## config.mk

```make
export PLATFORM = sky130hd
export DESIGN_NAME = gray_uart_tx_flat
export DESIGN_NICKNAME = d
export VERILOG_FILES = /design/src/rtl/gray_uart_tx_if.sv /design/src/rtl/gray_uart_tx.sv /design/src/flat_wrapper.sv
export SDC_FILE = /design/constraint.sdc
export NUM_CORES = 1
export LEC_CHECK = 0
export CAP_MARGIN = 20
export CORE_MARGIN = 2
export CORE_UTILIZATION = 50
export CTS_BUF_LIST = sky130_fd_sc_hd__clkbuf_8
export DETAILED_ROUTE_END_ITERATION = 12
export PLACE_DENSITY = 0.74
export SLEW_MARGIN = 20
export SYNTH_ARGS = -nofsm -noshare
export SYNTH_HDL_FRONTEND = slang
export SYNTH_SLANG_ARGS = --single-unit
```

## constraint.sdc

```tcl
create_clock -name i_clk -period 3.1 [get_ports i_clk]
set_input_delay 0.62 -clock i_clk [delete_from_list [all_inputs] [get_ports i_clk]]
set_output_delay 0.62 -clock i_clk [all_outputs]
set_load 0.005 [all_outputs]
```

## src/rtl/gray_uart_tx_if.sv

```systemverilog
// Sample-side bus of gray_uart_tx: converter pushes gray samples, gets back
// FIFO status (full, sticky overflow, occupancy).
interface gray_uart_tx_if #(
  parameter int FIFO_DEPTH = 16
);
  localparam int LW = $clog2(FIFO_DEPTH + 1);

  logic [7:0]    i_gray;
  logic          i_valid;
  logic          o_full;
  logic          o_overflow;
  logic [LW-1:0] o_level;

  modport master (
    output i_gray,
    output i_valid,
    input  o_full,
    input  o_overflow,
    input  o_level
  );

  modport slave (
    input  i_gray,
    input  i_valid,
    output o_full,
    output o_overflow,
    output o_level
  );
endinterface

```

## src/rtl/gray_uart_tx.sv

```systemverilog
// Gray-sample FIFO feeding an 8N1 UART transmitter (LSB first). Samples
// arriving while the FIFO is full are dropped and flagged via sticky overflow.
module gray_uart_tx #(
  parameter int CLKS_PER_BIT = 434,
  parameter int FIFO_DEPTH   = 16
) (
  input  logic           i_clk,
  input  logic           i_rst,
  gray_uart_tx_if.slave  bus,
  output logic           o_tx,
  output logic           o_busy
);
  localparam int PW = $clog2(FIFO_DEPTH);
  localparam int LW = $clog2(FIFO_DEPTH + 1);
  localparam int BW = $clog2(CLKS_PER_BIT);
  localparam logic [BW-1:0] BAUD_MAX = BW'(CLKS_PER_BIT - 1);
  localparam logic [LW-1:0] LEVEL_MAX = LW'(FIFO_DEPTH);

  typedef enum logic [1:0] {IDLE, START, DATA, STOP} state_t;

  logic [7:0]    r_mem [FIFO_DEPTH];
  logic [PW-1:0] r_wr_ptr;
  logic [PW-1:0] r_rd_ptr;
  logic [LW-1:0] r_count;
  logic          r_overflow;

  state_t        r_state;
  logic [BW-1:0] r_baud;
  logic [2:0]    r_bit;
  logic [7:0]    r_shift;
  logic          r_tx;

  state_t        w_state_next;
  logic [BW-1:0] w_baud_next;
  logic [2:0]    w_bit_next;
  logic [7:0]    w_shift_next;
  logic          w_tx_next;
  logic          w_pop;
  logic          w_push;
  logic          w_full;

  // Full check uses start-of-cycle occupancy, so a same-cycle pop never rescues a push.
  assign w_full = (r_count == LEVEL_MAX);
  assign w_push = bus.i_valid && !w_full;

  always_ff @(posedge i_clk) begin
    if (w_push) begin
      r_mem[r_wr_ptr] <= bus.i_gray;
    end
  end

  always_ff @(posedge i_clk or posedge i_rst) begin
    if (i_rst) begin
      r_wr_ptr   <= '0;
      r_rd_ptr   <= '0;
      r_count    <= '0;
      r_overflow <= 1'b0;
    end else begin
      if (w_push) r_wr_ptr <= r_wr_ptr + PW'(1);
      if (w_pop)  r_rd_ptr <= r_rd_ptr + PW'(1);
      case ({w_push, w_pop})
        2'b10:   r_count <= r_count + LW'(1);
        2'b01:   r_count <= r_count - LW'(1);
        default: r_count <= r_count;
      endcase
      if (bus.i_valid && w_full) r_overflow <= 1'b1;
    end
  end

  always_ff @(posedge i_clk or posedge i_rst) begin
    if (i_rst) begin
      r_state <= IDLE;
      r_baud  <= '0;
      r_bit   <= '0;
      r_shift <= '0;
      r_tx    <= 1'b1;
    end else begin
      r_state <= w_state_next;
      r_baud  <= w_baud_next;
      r_bit   <= w_bit_next;
      r_shift <= w_shift_next;
      r_tx    <= w_tx_next;
    end
  end

  // Line level is computed for the next state so o_tx comes straight from a flop.
  always_comb begin
    w_state_next = r_state;
    w_baud_next  = r_baud;
    w_bit_next   = r_bit;
    w_shift_next = r_shift;
    w_tx_next    = r_tx;
    w_pop        = 1'b0;
    case (r_state)
      IDLE: begin
        w_baud_next = '0;
        w_tx_next   = 1'b1;
        if (r_count != '0) begin
          w_pop        = 1'b1;
          w_shift_next = r_mem[r_rd_ptr];
          w_bit_next   = '0;
          w_tx_next    = 1'b0;
          w_state_next = START;
        end
      end
      START: begin
        if (r_baud == BAUD_MAX) begin
          w_baud_next  = '0;
          w_tx_next    = r_shift[0];
          w_state_next = DATA;
        end else begin
          w_baud_next = r_baud + BW'(1);
        end
      end
      DATA: begin
        if (r_baud == BAUD_MAX) begin
          w_baud_next  = '0;
          w_shift_next = {1'b0, r_shift[7:1]};
          if (r_bit == 3'd7) begin
            w_tx_next    = 1'b1;
            w_state_next = STOP;
          end else begin
            w_bit_next = r_bit + 3'd1;
            w_tx_next  = r_shift[1];
          end
        end else begin
          w_baud_next = r_baud + BW'(1);
        end
      end
      STOP: begin
        if (r_baud == BAUD_MAX) begin
          w_baud_next  = '0;
          w_tx_next    = 1'b1;
          w_state_next = IDLE;
        end else begin
          w_baud_next = r_baud + BW'(1);
        end
      end
      default: begin
        w_baud_next  = '0;
        w_tx_next    = 1'b1;
        w_state_next = IDLE;
      end
    endcase
  end

  assign o_tx           = r_tx;
  assign o_busy         = (r_state != IDLE) || (r_count != '0);
  assign bus.o_full     = w_full;
  assign bus.o_overflow = r_overflow;
  assign bus.o_level    = r_count;
endmodule

```

## src/flat_wrapper.sv

```systemverilog
// flat-port wrapper written by rule: the top's interface ports become plain ports
module gray_uart_tx_flat 
#(
  parameter int CLKS_PER_BIT = 434,
  parameter int FIFO_DEPTH   = 16
)
  (i_clk, i_rst, o_tx, o_busy, bus_i_gray, bus_i_valid, bus_o_full, bus_o_overflow, bus_o_level);
  gray_uart_tx_if #(.FIFO_DEPTH(FIFO_DEPTH)) bus_i ();
  input  logic i_clk;
  input  logic i_rst;
  output logic o_tx;
  output logic o_busy;
  input wire logic [$bits(bus_i.i_gray)-1:0] bus_i_gray;
  input wire logic [$bits(bus_i.i_valid)-1:0] bus_i_valid;
  output wire logic [$bits(bus_i.o_full)-1:0] bus_o_full;
  output wire logic [$bits(bus_i.o_overflow)-1:0] bus_o_overflow;
  output wire logic [$bits(bus_i.o_level)-1:0] bus_o_level;
  assign bus_i.i_gray = bus_i_gray;
  assign bus_i.i_valid = bus_i_valid;
  assign bus_o_full = bus_i.o_full;
  assign bus_o_overflow = bus_i.o_overflow;
  assign bus_o_level = bus_i.o_level;
  gray_uart_tx #(.CLKS_PER_BIT(CLKS_PER_BIT), .FIFO_DEPTH(FIFO_DEPTH)) u_core (.i_clk(i_clk), .i_rst(i_rst), .bus(bus_i), .o_tx(o_tx), .o_busy(o_busy));
endmodule
```

======== Word-level counts from Yosys, hierarchy flattened ========
Memory sizes are Yosys's and may differ from the RTL's.
Index checks and enable logic that the tools add are counted.
word-level totals
  output and inout port bits .............. 9
  input bits .............................. 11
  memories ................................ 1
  register bits ........................... 37
  logic and storage cells ................. 70
  memory bits (writable) .................. 128
operators by class
  equal/unequal tests ..................... 14
  mux-type cells .......................... 26
  add/sub/neg operators ................... 6
  reductions and logical operators ........ 14
memories
  name          depth  bits a word  read ports  clocked after Yosys merged registers in  write ports  RTL line            text
  u_core.r_mem  16     8            1           0                                        1            gray_uart_tx.sv:21  logic [7:0] r_mem [FIFO_DEPTH];
operator list
  kind                                                                   number
  9-bit one-hot mux with 2 select lines                                  1
  8-bit two-way mux                                                      2
  8-bit one-hot mux with 2 select lines                                  1
  2-bit two-way mux                                                      5
  2-bit by 1-bit != test with 1-bit output, second input constant        5
  5-bit one-hot mux with 2 select lines                                  1
  9-bit by 1-bit adder with 9-bit output, second input constant          1
  9-bit equality test, second input constant                             1
  1-bit two-way mux                                                      9
  3-bit two-way mux                                                      3
  9-bit two-way mux                                                      1
  4-bit by 1-bit adder with 4-bit output, second input constant          2
  2-bit one-hot mux with 4 select lines                                  1
  2-bit equality test, second input constant                             3
  3-bit one-hot mux with 2 select lines                                  1
  3-bit AND reduction                                                    2
  2-bit nonzero test                                                     3
  5-bit by 1-bit adder with 5-bit output, second input constant          1
  5-bit equality test, second input constant                             1
  5-bit AND reduction                                                    1
  5-bit nonzero test                                                     1
  5-bit by 1-bit subtractor with 5-bit output, second input constant     1
  2-bit by 1-bit equality test with 1-bit output, second input constant  2
  1-bit one-hot mux with 4 select lines                                  1
  9 further kinds                                                        10

======== Logic depth before layout (Yosys ltp) ========
  depth after elaboration ................. 5
  gate-level depth with buffers ........... 15
  mapped depth without buffers ............ 12

======== Worst setup path after synthesis ========
OpenSTA, ideal clock, no wires.
  path type ............................... reg2reg
  start ................................... register u_core.r_count[2] (netlist: u_core.bus.o_level[2])
  end ..................................... register u_core.r_count[4] (netlist: u_core.bus.o_level[4])
  data required time ...................... 2970 ps
  setup time .............................. 130 ps
  cell stages (with the launch flop) ...... 14
  path buffers ............................ 2
  arrival time ............................ 2726 ps
  path slack .............................. 244 ps
  clock period less this slack ............ 2856 ps
  path through ............................ dfrtp_1 -> buf_6 -> or4_4 -> o21ai_1 -> inv_1 -> ha_1 -> clkbuf_1 -> xor2_1 -> ha_1 -> nand2_1 -> nor2_1 -> o21ai_0 -> a31oi_1 -> xor2_1
between the ends
  word-level cells in the longest chain between the ends .. 5
  elaborated cells on any way between the ends .. 12
  those cells by class .................... add/sub: 2; eq/ne: 3; mux: 3; reduce/logical: 4
RTL lines
  element                                                                                       RTL line            text
  start, declared                                                                               gray_uart_tx.sv:24  logic [LW-1:0] r_count;
  start signal, assigned                                                                        gray_uart_tx.sv:62  2'b10: r_count <= r_count + LW'(1);
  start signal, assigned                                                                        gray_uart_tx.sv:63  2'b01: r_count <= r_count - LW'(1);
  start signal, assigned                                                                        gray_uart_tx.sv:64  default: r_count <= r_count;
  5-bit nonzero test (*)                                                                        gray_uart_tx.sv:98  if (r_count != '0) begin
  1-bit two-way mux (*)                                                                         gray_uart_tx.sv:98
  1-bit two-way mux (*)                                                                         gray_uart_tx.sv:94  case (r_state)
  net u_core.w_pop                                                                              gray_uart_tx.sv:38  logic w_pop;
  2-bit by 1-bit equality test with 1-bit output / 2-bit equality test (equally long branches)  gray_uart_tx.sv:61  case ({w_push, w_pop})
  5-bit one-hot mux with 2 select lines / 2-bit nonzero test (equally long branches)            -
The timed path passes the listed nets; every way through them passes the cells marked *.
A chain may end at the register's enable or synchronous reset.

======== Worst setup path in the final report ========
  start ................................... register u_core.r_count[2] (netlist: u_core.bus.o_level[2])
  end ..................................... output port o_busy
between the ends
  word-level cells in the longest chain between the ends .. 2
RTL lines
  element             RTL line             text
  5-bit nonzero test  gray_uart_tx.sv:148  assign o_busy = (r_state != IDLE) || (r_count != '0);
  1-bit logical OR    gray_uart_tx.sv:148
  end, declared       flat_wrapper.sv:12   output logic o_busy;
Every way passes these cells.

==> impl_metrics.csv <==
group,metric,value,unit
outcome,outcome,"completed",
placed_design,dp_hpwl,9110,um
clocking,path_clk_slew,0.08,ns
die,core,0.0137,sq mm
pwr,p_comb_frac,0.331,
synth,synth-adder-area-share,0.0289,
setup_path,critical_path_arrival,2.29,ns
clocking,cts_max_level,4,
layout,n_antenna_cell,0,
setup_path,worstPathCellList,"or4_4 -> nor3b_4 -> inv_1 -> clkdlybuf4s50_1",
synth,avgSynthCellArea,15.8,sq um
synth,synth_fp_nets,466,
min_path,hold_class,"flip-flop to flip-flop",
clocking,cts_sinks,165,
timing,worst-slew-pin-transition,0.745,ns
placed_design,place_congestion,0.792,
routing,drt-total-wl,12900,um
setup_path,critPathCaptureType,"output pin",
setup_path,slowest_delay,0.57,ns
timing,timing.fmax,343,MHz
timing,rsz0062_at_grt,"no",
pwr,p_int,4470,uW
routing,first_pass_iters,4,
placed_design,port_buffers,19,
synth,syn_inst,439,
pwr,leakagePower,0.00277,uW
setup_path,start_kind,"flip-flop",
timing,fin_crit_sh,0.940,
job,cap_viol_max_count,0,
synth,synth-compound-area-share,0.0626,
synth,synth_edf_count,128,
synth,netlist_area,0.00694,sq mm
clocking,postCtsResizedCells,0,
routing,wire_per_inst,19.2,um
pwr,worst_ir_drop_vdd,0.333,mV
layout,final_common_cell,"edfxtp_1",
setup_path,cp_data_required_time,2.48,ns
layout,finish.net_count,507,
timing,fin_crit,2.91,ns
pwr,swShare,0.333,
clocking,post_cts_buffers,0,
clocking,ctsHoldBuffers,0,
synth,synthXorXnorAreaFrac,0.0227,
routing,ant_nets,0,
die,rows,43,
timing,setup_tns,0,ns
setup_path,r2r_setup_slack,0.35,ns
layout,syn_to_final_growth,11.8,%
synth,post-synth-top-area-fraction,0.554,
synth,yosys.area.top_type,"edfxtp_1",
setup_path,critical_path_class,"flip-flop to output pin",
synth,yosys_register_bits,165,
timing,relSlewSlack,0.502,
global_routing,grt_pass1_wl,20600,um
synth,ys_types,49,
timing,maxSlewViolCount,0,
synth,synth-simple-area-share,0.0680,
synth,synthMuxAreaShare,0.107,
routing,vias_per_cell,5.54,
die,die_w,122,um
die,fp.dieH,122,um
die,die-area,0.0148,sq mm
clocking,cts_buffer_depth,2,
timing,finalSetupViolCount,0,
clocking,cts_tree,"built",
global_routing,antenna_found_initial,0,
global_routing,globalRoute.totalOverflow,0,
global_routing,grt_use_total,0.190,
routing,drtIter0Drc,284,
global_routing,grt_pass1_vias,3847,
global_routing,grt_max_degree,38,
setup_path,cpMaxStageDelayCell,"or4_4",
synth,ys.flop_type,"edfxtp_1",
layout,fill_cells,1053,
synth,ys.warnings.count,0,
synth,synth_area_leaders,"edfxtp_1, dfrtp_1, mux4_2, mux2i_1, ha_1",
pwr,power_switching,2230,uW
clocking,cts_buffers,17,
pwr,clkPwrFrac,0.197,
routing,vias,3729,
synth,ys_seq_area_frac,0.688,
pwr,p_total,6700,uW
synth,async_flop_share,0.224,
clocking,clk_latency,0.46,ns
die,start_util,0.506,
setup_path,worstPathMaxFanout,9,
clocking,cts_root_buf,"clkbuf_8",
timing,clock_skew,0.0133,ns
timing,hold_viol,0,
routing,drc_errors,0,
pwr,power_frac_seq,0.472,
synth,synth_top_family_by_area,"multiplexers",
die,io_pins,20,
pwr,p_per_area,864,mW/mm^2
layout,layout_common_cells,"edfxtp_1, dfrtp_1, nor2_1",
layout,drive_above_1_share,0.158,
## power groups by stage
stage / clock network (uW) / registers, uW / logic, uW
3_5_place_dp: 0 / 3210 / 2230
5_1_grt: 1460 / 3210 / 2450
3_3_place_gp: 0 / 3170 / 2160
6_report: 1320 / 3160 / 2210
2_1_floorplan: 0 / 2990 / 1770
4_1_cts: 1350 / 3160 / 2240
## cell usage after synthesis (3+ instances only)
cell type / count
mux4_2: 20
o21ai_0: 6
buf_4: 4
o311ai_1: 4
o22ai_1: 6
inv_1: 12
nand3_1: 9
mux2_2: 3
xor2_1: 7
xnor2_1: 11
dfrtp_1: 36
nor2b_1: 6
o21a_1: 6
nor2_1: 28
nand2b_1: 7
a21oi_1: 10
a22oi_1: 14
clkbuf_1: 9
nand3b_1: 3
nor3_1: 8
mux2i_1: 26
ha_1: 16
buf_2: 4
edfxtp_1: 128
nand2_1: 24
## kinds of logic after synthesis
group	after synthesis
AO/OA/AOI/OAI	62
XOR/XNOR	18
adder cells (fa/ha/maj)	16
buffers and inverters	33
flip-flops	165
multiplexers	49
AND/OR/NAND/NOR	96
## per-stage QoR
| stage | instance area [sq um] | worst slack [ns] | hold slack, ns | utilization | cells |
|---|---|---|---|---|---|
| finish | 7750 | 0.187 | 0.461 | 0.565 | 673 |
| global route | 7750 | 0.101 | 0.482 | 0.565 | 673 |
| CTS | 7750 | 0.154 | 0.465 | 0.565 | 673 |
| detailed placement | 7420 | 0.403 | 0.447 | 0.541 | 641 |
| global placement | 7420 | 0.461 | 0.439 | 0.541 | 641 |
| floorplan | 6940 | 0.244 | 0.451 | - | 439 |
## worst max-delay path: cells and delay by family (launching register included)
kind	cells	cell delay (ns)
DFF	1	0.49
buffers and inverters	2	0.51
and+or+nand+nor	2	0.83
## worst paths after layout
kind / startpoint / to / cells past startpoint
setup / recovery: u_core.bus.o_level[2]$_DFFE_PP0P_ / o_busy / 4
hold / removal: u_core.bus.o_overflow$_DFFE_PP0P_ / u_core.bus.o_overflow$_DFFE_PP0P_ / 1
setup reg to reg: u_core.bus.o_level[2]$_DFFE_PP0P_ / u_core.bus.o_level[2]$_DFFE_PP0P_ / 10
hold reg to reg: u_core.bus.o_overflow$_DFFE_PP0P_ / u_core.bus.o_overflow$_DFFE_PP0P_ / 1
max in group asynchronous: i_rst / u_core.o_tx$_DFFE_PP1P_ / 3
min in group asynchronous: i_rst / u_core.r_baud[2]$_DFF_PP0_ / 3
## cell type report
| cell class | instances | area [sq um] | share of cell area |
|---|---|---|---|
| sequential | 165 | 4770 | 0.615 |
| timing repair buffer | 43 | 370 | 0.0478 |
| multi-input combinational | 241 | 2010 | 0.259 |
| clock buffer | 17 | 234 | 0.0302 |
| inverter | 12 | 45.0 | 0.00581 |
| clock inverter | 15 | 100 | 0.0129 |
| tap | 180 | 225 | 0.0290 |
## flip-flops by register name, summed over array words and instances, names as in the netlist, 2 cells and up
register            count
u_core.r_baud           9
u_core.bus.o_level      5
u_core.r_bit            3
u_core.r_wr_ptr         4
u_core.r_mem          128
u_core.r_shift          8
u_core.r_state          2
u_core.r_rd_ptr         4
## per-layer routing
layer / GRT usage / share of wire / up-vias
li1: - / - / 1754
met1: 0.247 / 0.44 / 1890
met2: 0.309 / 0.50 / 68
met3: 0.0581 / 0.043 / 17
met4: 0.0625 / 0.017 / 0
met5: 0 / 0 / -
Power figures use the tool's default switching activity.
